**src/rtl/wb_pkg.sv**
```systemverilog
// Shared Wishbone definitions: completion status codes and initiator FSM states.
package wb_pkg;

  typedef enum logic [1:0] {
    WB_OK              = 2'd0,
    WB_ERR             = 2'd1,
    WB_RETRY_EXHAUSTED = 2'd2,
    WB_TIMEOUT         = 2'd3
  } wb_status_e;

  typedef enum logic [1:0] {
    IDLE    = 2'd0,
    BUS     = 2'd1,
    BACKOFF = 2'd2,
    RESP    = 2'd3
  } wb_state_e;

endpackage

```
**src/rtl/wb_initiator.sv**
```systemverilog
// Single-outstanding Wishbone classic initiator with bounded retry and per-attempt timeout.
// Every output is a flop; the comb block computes next values for all of them.
module wb_initiator
  import wb_pkg::*;
#(
  parameter int MAX_RETRIES    = 4,
  parameter int TIMEOUT_CYCLES = 255
) (
  input  logic        clk_i,
  input  logic        rst_i,
  input  logic        req_valid_i,
  output logic        req_ready_o,
  input  logic        req_we_i,
  input  logic [31:0] req_adr_i,
  input  logic [3:0]  req_sel_i,
  input  logic [31:0] req_dat_i,
  output logic        rsp_valid_o,
  input  logic        rsp_ready_i,
  output logic [31:0] rsp_dat_o,
  output logic [1:0]  rsp_status_o,
  output logic        cyc_o,
  output logic        stb_o,
  output logic        we_o,
  output logic [31:0] adr_o,
  output logic [3:0]  sel_o,
  output logic [31:0] dat_o,
  input  logic [31:0] dat_i,
  input  logic        ack_i,
  input  logic        err_i,
  input  logic        rty_i
);

  localparam int RW = (MAX_RETRIES < 1) ? 1 : $clog2(MAX_RETRIES + 1);

  wb_state_e   state, nxt_state;
  logic [RW-1:0] retry_cnt, nxt_retry;
  logic [15:0] tmo_cnt, nxt_tmo;

  logic        nxt_req_ready, nxt_rsp_valid, nxt_cyc, nxt_stb, nxt_we;
  logic [31:0] nxt_rsp_dat, nxt_adr, nxt_dat;
  logic [1:0]  nxt_status;
  logic [3:0]  nxt_sel;

  logic        done;
  wb_status_e  done_status;
  logic [31:0] done_dat;

  always_comb begin
    nxt_state     = state;
    nxt_retry     = retry_cnt;
    nxt_tmo       = tmo_cnt;
    nxt_req_ready = req_ready_o;
    nxt_rsp_valid = rsp_valid_o;
    nxt_rsp_dat   = rsp_dat_o;
    nxt_status    = rsp_status_o;
    nxt_cyc       = cyc_o;
    nxt_stb       = stb_o;
    nxt_we        = we_o;
    nxt_adr       = adr_o;
    nxt_sel       = sel_o;
    nxt_dat       = dat_o;
    done          = 1'b0;
    done_status   = WB_OK;
    done_dat      = '0;

    case (state)
      IDLE: begin
        nxt_req_ready = 1'b1;
        if (req_valid_i && req_ready_o) begin
          nxt_we        = req_we_i;
          nxt_adr       = req_adr_i;
          nxt_sel       = req_sel_i;
          nxt_dat       = req_we_i ? req_dat_i : 32'd0;
          nxt_retry     = '0;
          nxt_tmo       = '0;
          nxt_cyc       = 1'b1;
          nxt_stb       = 1'b1;
          nxt_req_ready = 1'b0;
          nxt_state     = BUS;
        end
      end
      BUS: begin
        // err beats ack beats rty when several land in the same cycle
        if (err_i) begin
          done        = 1'b1;
          done_status = WB_ERR;
        end else if (ack_i) begin
          done        = 1'b1;
          done_status = WB_OK;
          done_dat    = we_o ? 32'd0 : dat_i;
        end else if (rty_i) begin
          if (retry_cnt < RW'(MAX_RETRIES)) begin
            nxt_retry = retry_cnt + 1'b1;
            nxt_cyc   = 1'b0;
            nxt_stb   = 1'b0;
            nxt_state = BACKOFF;
          end else begin
            done        = 1'b1;
            done_status = WB_RETRY_EXHAUSTED;
          end
        end else if (tmo_cnt == 16'(TIMEOUT_CYCLES - 1)) begin
          done        = 1'b1;
          done_status = WB_TIMEOUT;
        end else begin
          nxt_tmo = tmo_cnt + 16'd1;
        end
      end
      BACKOFF: begin
        nxt_tmo   = '0;
        nxt_cyc   = 1'b1;
        nxt_stb   = 1'b1;
        nxt_state = BUS;
      end
      RESP: begin
        if (rsp_ready_i) begin
          nxt_rsp_valid = 1'b0;
          nxt_req_ready = 1'b1;
          nxt_state     = IDLE;
        end
      end
      default: nxt_state = IDLE;
    endcase

    if (done) begin
      nxt_cyc       = 1'b0;
      nxt_stb       = 1'b0;
      nxt_we        = 1'b0;
      nxt_dat       = '0;
      nxt_rsp_valid = 1'b1;
      nxt_rsp_dat   = done_dat;
      nxt_status    = done_status;
      nxt_state     = RESP;
    end
  end

  always_ff @(posedge clk_i) begin
    if (!rst_i) begin
      state        <= IDLE;
      retry_cnt    <= '0;
      tmo_cnt      <= '0;
      req_ready_o  <= 1'b0;
      rsp_valid_o  <= 1'b0;
      rsp_dat_o    <= '0;
      rsp_status_o <= '0;
      cyc_o        <= 1'b0;
      stb_o        <= 1'b0;
      we_o         <= 1'b0;
      adr_o        <= '0;
      sel_o        <= '0;
      dat_o        <= '0;
    end else begin
      state        <= nxt_state;
      retry_cnt    <= nxt_retry;
      tmo_cnt      <= nxt_tmo;
      req_ready_o  <= nxt_req_ready;
      rsp_valid_o  <= nxt_rsp_valid;
      rsp_dat_o    <= nxt_rsp_dat;
      rsp_status_o <= nxt_status;
      cyc_o        <= nxt_cyc;
      stb_o        <= nxt_stb;
      we_o         <= nxt_we;
      adr_o        <= nxt_adr;
      sel_o        <= nxt_sel;
      dat_o        <= nxt_dat;
    end
  end

endmodule

```
**config.mk**
```make
export PLATFORM = sky130hd
export DESIGN_NAME = wb_initiator
export DESIGN_NICKNAME = d
export VERILOG_FILES = /design/src/rtl/wb_pkg.sv /design/src/rtl/wb_initiator.sv
export SDC_FILE = /design/constraint.sdc
export NUM_CORES = 1
export LEC_CHECK = 0
export BUFFER_PORTS_ARGS = -buffer_cell sky130_fd_sc_hd__buf_2
export CAP_MARGIN = 0
export CELL_PAD_IN_SITES_DETAIL_PLACEMENT = 1
export CELL_PAD_IN_SITES_GLOBAL_PLACEMENT = 2
export CORE_UTILIZATION = 24
export CTS_BUF_LIST = sky130_fd_sc_hd__clkbuf_8
export DETAILED_ROUTE_END_ITERATION = 7
export PLACE_DENSITY = 0.81
export SETUP_SLACK_MARGIN = 0.02
export SLEW_MARGIN = 20
export SYNTH_ARGS = -nofsm -noshare
export SYNTH_HDL_FRONTEND = slang
export SYNTH_SLANG_ARGS = --single-unit
```
**constraint.sdc**
```tcl
create_clock -name clk_i -period 1.9 [get_ports clk_i]
set_input_delay 0.285 -clock clk_i [delete_from_list [all_inputs] [get_ports clk_i]]
set_output_delay 0.285 -clock clk_i [all_outputs]
set_load 0.05 [all_outputs]
```
==> impl.org <==
** Yosys
- Summing every instance area after synthesis gives 4830 µm².
- After synthesis, the netlist uses 38 different library cells.
- Yosys Warn Count :: 0
- Among all flip-flop cells after synthesis, the most frequent one is sky130_fd_sc_hd__dfxtp_1.
- Cell taking the most area after synthesis :: sky130_fd_sc_hd__dfxtp_1
- Main area contributors after synthesis :: sky130_fd_sc_hd__dfxtp_1, sky130_fd_sc_hd__nand2_1, sky130_fd_sc_hd__a21boi_0
- Number of enable-type register cells in the synthesized netlist :: 0
- A synthesized cell averages 8.80 µm².
- The synthesized design contains 127 register bits.
- Summed over its instances, the top area cell type makes up 52.6% of the synthesized netlist area.
- In the synthesized netlist the async set-or-reset flop fraction comes to 0%.
- The number of nets handed over by synthesis was 660.
- Synthesis produced a netlist whose cell count is 549.
- Register area share after synthesis :: 52.6%

** STA
- Final number of setup-violating endpoints :: 46
- Relative slew slack :: 60.6%
- Number of max-slew violations in the final report :: 0
- Fmax :: 0.512 GHz
- Setup repair after global routing missed its margin :: yes
- For the pin with the worst max-slew slack, the measured transition is 0.591 ns.
- Worst clock skew on the final layout :: 0.0127 ns
- Across all setup checks in the final design, the least slack found is -0.0526 ns.
- For the finished layout, the period the worst path requires is 1.95 ns.
- Dividing the final minimum period by the clock period gives 103%.
- Count of endpoints failing hold in the final timing report :: 0

** GRT
- Entering global routing, the biggest net connects 71 pins.
- Number of global-route vias before repair :: 4740
- Global routing consumed, over all layers together, 15.1% of the routing resources.
- Wire length of the first global-routing pass :: 24300 µm
- For this run the aggregate overflow at the end of global routing stands at 0.
- The number of antenna violations at the first check in global routing came to 0.

** Clock network
- Inserted Clock Buffers :: 17
- Worst-Skew Late Latency :: 0.44 ns
- No sink is reached through more buffers than the 2 on the longest clock path.
- TritonCTS built the clock tree.
- Total of hold buffers inserted after clock tree synthesis :: 0
- The tree is rooted in a sky130_fd_sc_hd__clkbuf_8.
- The clock drives 127 sinks.
- Total number of H-tree levels :: 4
- After clock tree synthesis, the clock-pin slew on the worst setup and hold paths is 0.08 ns.

** Setup path
- Walking the worst path, the cells encountered are or4_4 > nor4_4 > buf_4 > nand2_4 > buf_6 > nand3_4 > clkbuf_16 > nor2_4.
- For the worst setup path, the data required time is 2.23 ns.
- STA puts the critical path data arrival time at 2.28 ns.
- Among all stages on the critical path, the largest delay is contributed by sky130_fd_sc_hd__or4_4.
- Critical Path Sink Type :: flop
- Together, buffers and inverters on the worst path number 3.
- Max FO, Critical Path :: 8
- Maximum cell stage delay along the critical path :: 0.54 ns
- Crit Path Category :: flop to flop
- On the critical path the largest part of the delay comes from simple AND/OR/NAND/NOR gates.
- In this run the register-to-register setup slack is -0.05 ns.
- The startpoint identified for the worst register-to-register timing path is tmo_cnt[11].
- Startpoint type of the worst setup path :: flop
- Tracing the worst setup path back leads to its startpoint at tmo_cnt[11].

** Route
- Highest routed layer :: met4
- Number of vias per cell after detailed routing :: 4.57
- After detailed routing, the met2 layer carries 7670 µm of wire.
- The count of nets left with antenna violations once routing finished came out at 0.
- After detailed routing, the average wire length per cell comes to 15.5 µm.
- Vias :: 4881
- For this block, wires on met1 add up to 7210 µm.
- For this run, design rule violations remaining after detail routing come to 0.
- Before antenna repair, the detailed router went through 4 iterations.
- Summed over all nets, wire length on met3 after detailed routing comes to 1500 µm.
- The detailed router finished its first iteration with 149 violations.
- For this block, the routed nets add up to 16600 µm of wire.

** Pwr
- In this run the static leakage power is 3.11 nW.
- Overall power consumption after layout is estimated at 6.52 mW.
- Peak supply drop :: 0.401 mV
- In this run the power density over the cells is 909 nW/µm².

** Floorplan
- Die Span Y :: 144 µm
- The die covers 20700 µm².
- Top-level I/O count :: 215
- Core Region :: 19600 µm²
- Horizontal die dimension :: 144 µm
- Total number of placement rows :: 51
- Once the floorplan was initialized, standard cells occupied 24.7% of the core.

** Layout
- Utilization after layout :: 36.6%
- Ratio of cells with drive above 1 in the final layout :: 42.7%
- Top library cells by usage in the layout, fill and taps aside :: sky130_fd_sc_hd__buf_2, sky130_fd_sc_hd__dfxtp_1, sky130_fd_sc_hd__nand2_1
- The area growth from synthesis to layout is 48.4%.
- 0 antenna diodes ended up in the layout.
- The filler cells instantiated in the layout total 2394.
- Leaving out fill and tap cells, the most frequent cell in the layout is sky130_fd_sc_hd__buf_2.
- The net count of the finished layout is 902.

** Outcome
- The final reports fail on setup timing.
- Result of the run :: finished, violations left

** Hold path
- Beginning of the worst hold path :: dat_i[3]
- Worst min-delay path category :: input port to flop

** Placement
- Final weighted congestion of routability-driven global placement :: 0.740
- HPWL after DPL :: 10800 µm
- IO buf count :: 214

** Job
- The tool flagged a number of max-cap violations equal to 0.
[where the power goes]
group / total (mW) / switching, mW / internal, mW
sequential: 2.83 / 0.0598 / 2.77
clock: 2.44 / 1.17 / 1.28
combinational: 1.24 / 0.857 / 0.383
[routing by layer]
layer  track usage [%]  up-vias
met5                 0        -
met4              5.60        0
met3              6.50       19
met2              24.5      169
met1              17.5     2286
li1                  -     2407
[worst reg2reg max path, cell delays in order, from the launching register on]
cell	delay (ns)
sky130_fd_sc_hd__dfxtp_2	0.32
sky130_fd_sc_hd__or4_4	0.54
sky130_fd_sc_hd__nor4_4	0.20
sky130_fd_sc_hd__buf_4	0.18
sky130_fd_sc_hd__nand2_4	0.06
sky130_fd_sc_hd__buf_6	0.14
sky130_fd_sc_hd__nand3_4	0.16
sky130_fd_sc_hd__clkbuf_16	0.21
sky130_fd_sc_hd__nor2_4	0.03
[flip-flops by register name, indices dropped and copies added (netlist names), 2 cells and up]
| signal | flops |
|---|---|
| adr_o | 32 |
| dat_o | 32 |
| rsp_dat_o | 32 |
| tmo_cnt | 16 |
| sel_o | 4 |
| retry_cnt | 3 |
| rsp_status_o | 2 |
| state | 2 |
[metrics by stage]
step	std cells	hold slack (ns)	TNS [ns]	instance area (µm²)	worst slack [ns]
floorplan	549	0.410	-3.88	4840	-0.129
global placement	1022	0.434	-1.72	6380	-0.0504
detailed placement	1022	0.442	-2.71	6380	-0.0882
CTS	1056	0.0144	-0.113	6820	-0.0200
global route	1069	0.0226	-4.78	7170	-0.117
finish	1069	0.0518	-0.816	7170	-0.0526
[path summary, 6_finish.rpt]
path / end / cells after the start
worst max register to register: stb_o / 8
worst min register to register: dat_o[1] / 2
worst min-delay path: rsp_dat_o[3] / 2
worst max-delay path: stb_o / 8
[cell type report]
class / count / area [µm²] / area share [%]
Clock buffer: 20 / 275 / 3.84
Multi-Input combinational cell: 376 / 2290 / 32.0
Inverter: 7 / 26.3 / 0.367
Sequential cell: 127 / 2550 / 35.6
Timing Repair Buffer: 262 / 1560 / 21.7
Clock inverter: 12 / 135 / 1.89
Tap cell: 265 / 332 / 4.63
[cell usage after synthesis, types with 2 or more instances]
cell type and instances:
sky130_fd_sc_hd__dfxtp_1 127, sky130_fd_sc_hd__nand2_1 120, sky130_fd_sc_hd__a21oi_1 52, sky130_fd_sc_hd__nand3_1 44
sky130_fd_sc_hd__a21boi_0 40, sky130_fd_sc_hd__a22o_1 31, sky130_fd_sc_hd__clkbuf_1 31, sky130_fd_sc_hd__o21ai_0 18
sky130_fd_sc_hd__or3_1 15, sky130_fd_sc_hd__nor2_1 11, sky130_fd_sc_hd__inv_1 7, sky130_fd_sc_hd__nand4_1 6
sky130_fd_sc_hd__and3_1 5, sky130_fd_sc_hd__buf_6 4, sky130_fd_sc_hd__buf_1 3, sky130_fd_sc_hd__ha_1 3
sky130_fd_sc_hd__nand2b_1 3, sky130_fd_sc_hd__nor2b_1 3, sky130_fd_sc_hd__nor3_1 3, sky130_fd_sc_hd__and4_1 2
sky130_fd_sc_hd__buf_2 2, sky130_fd_sc_hd__o31a_1 2, sky130_fd_sc_hd__xnor2_1 2
[logic make-up (layout without fill, tap and decap cells)]
| kind of cell | after synthesis | after routing | synth area share, % |
|---|---|---|---|
| compound gates | 150 | 150 | 20.7 |
| xor+xnor | 2 | 2 | 0.363 |
| buf+inv | 48 | 301 | 4.48 |
| simple gates | 218 | 220 | 20.9 |
| flops | 127 | 127 | 52.6 |
| fa+ha+maj | 3 | 3 | 0.777 |
| mux | 1 | 1 | 0.207 |
[repair_timing]
action	in CTS	in global routing
buffers inserted	2	6
pin swaps	39	12
gates resized for setup	14	55
cloned	1	7
setup endpoints to repair	79	84
(Power assumes the default switching activity.)
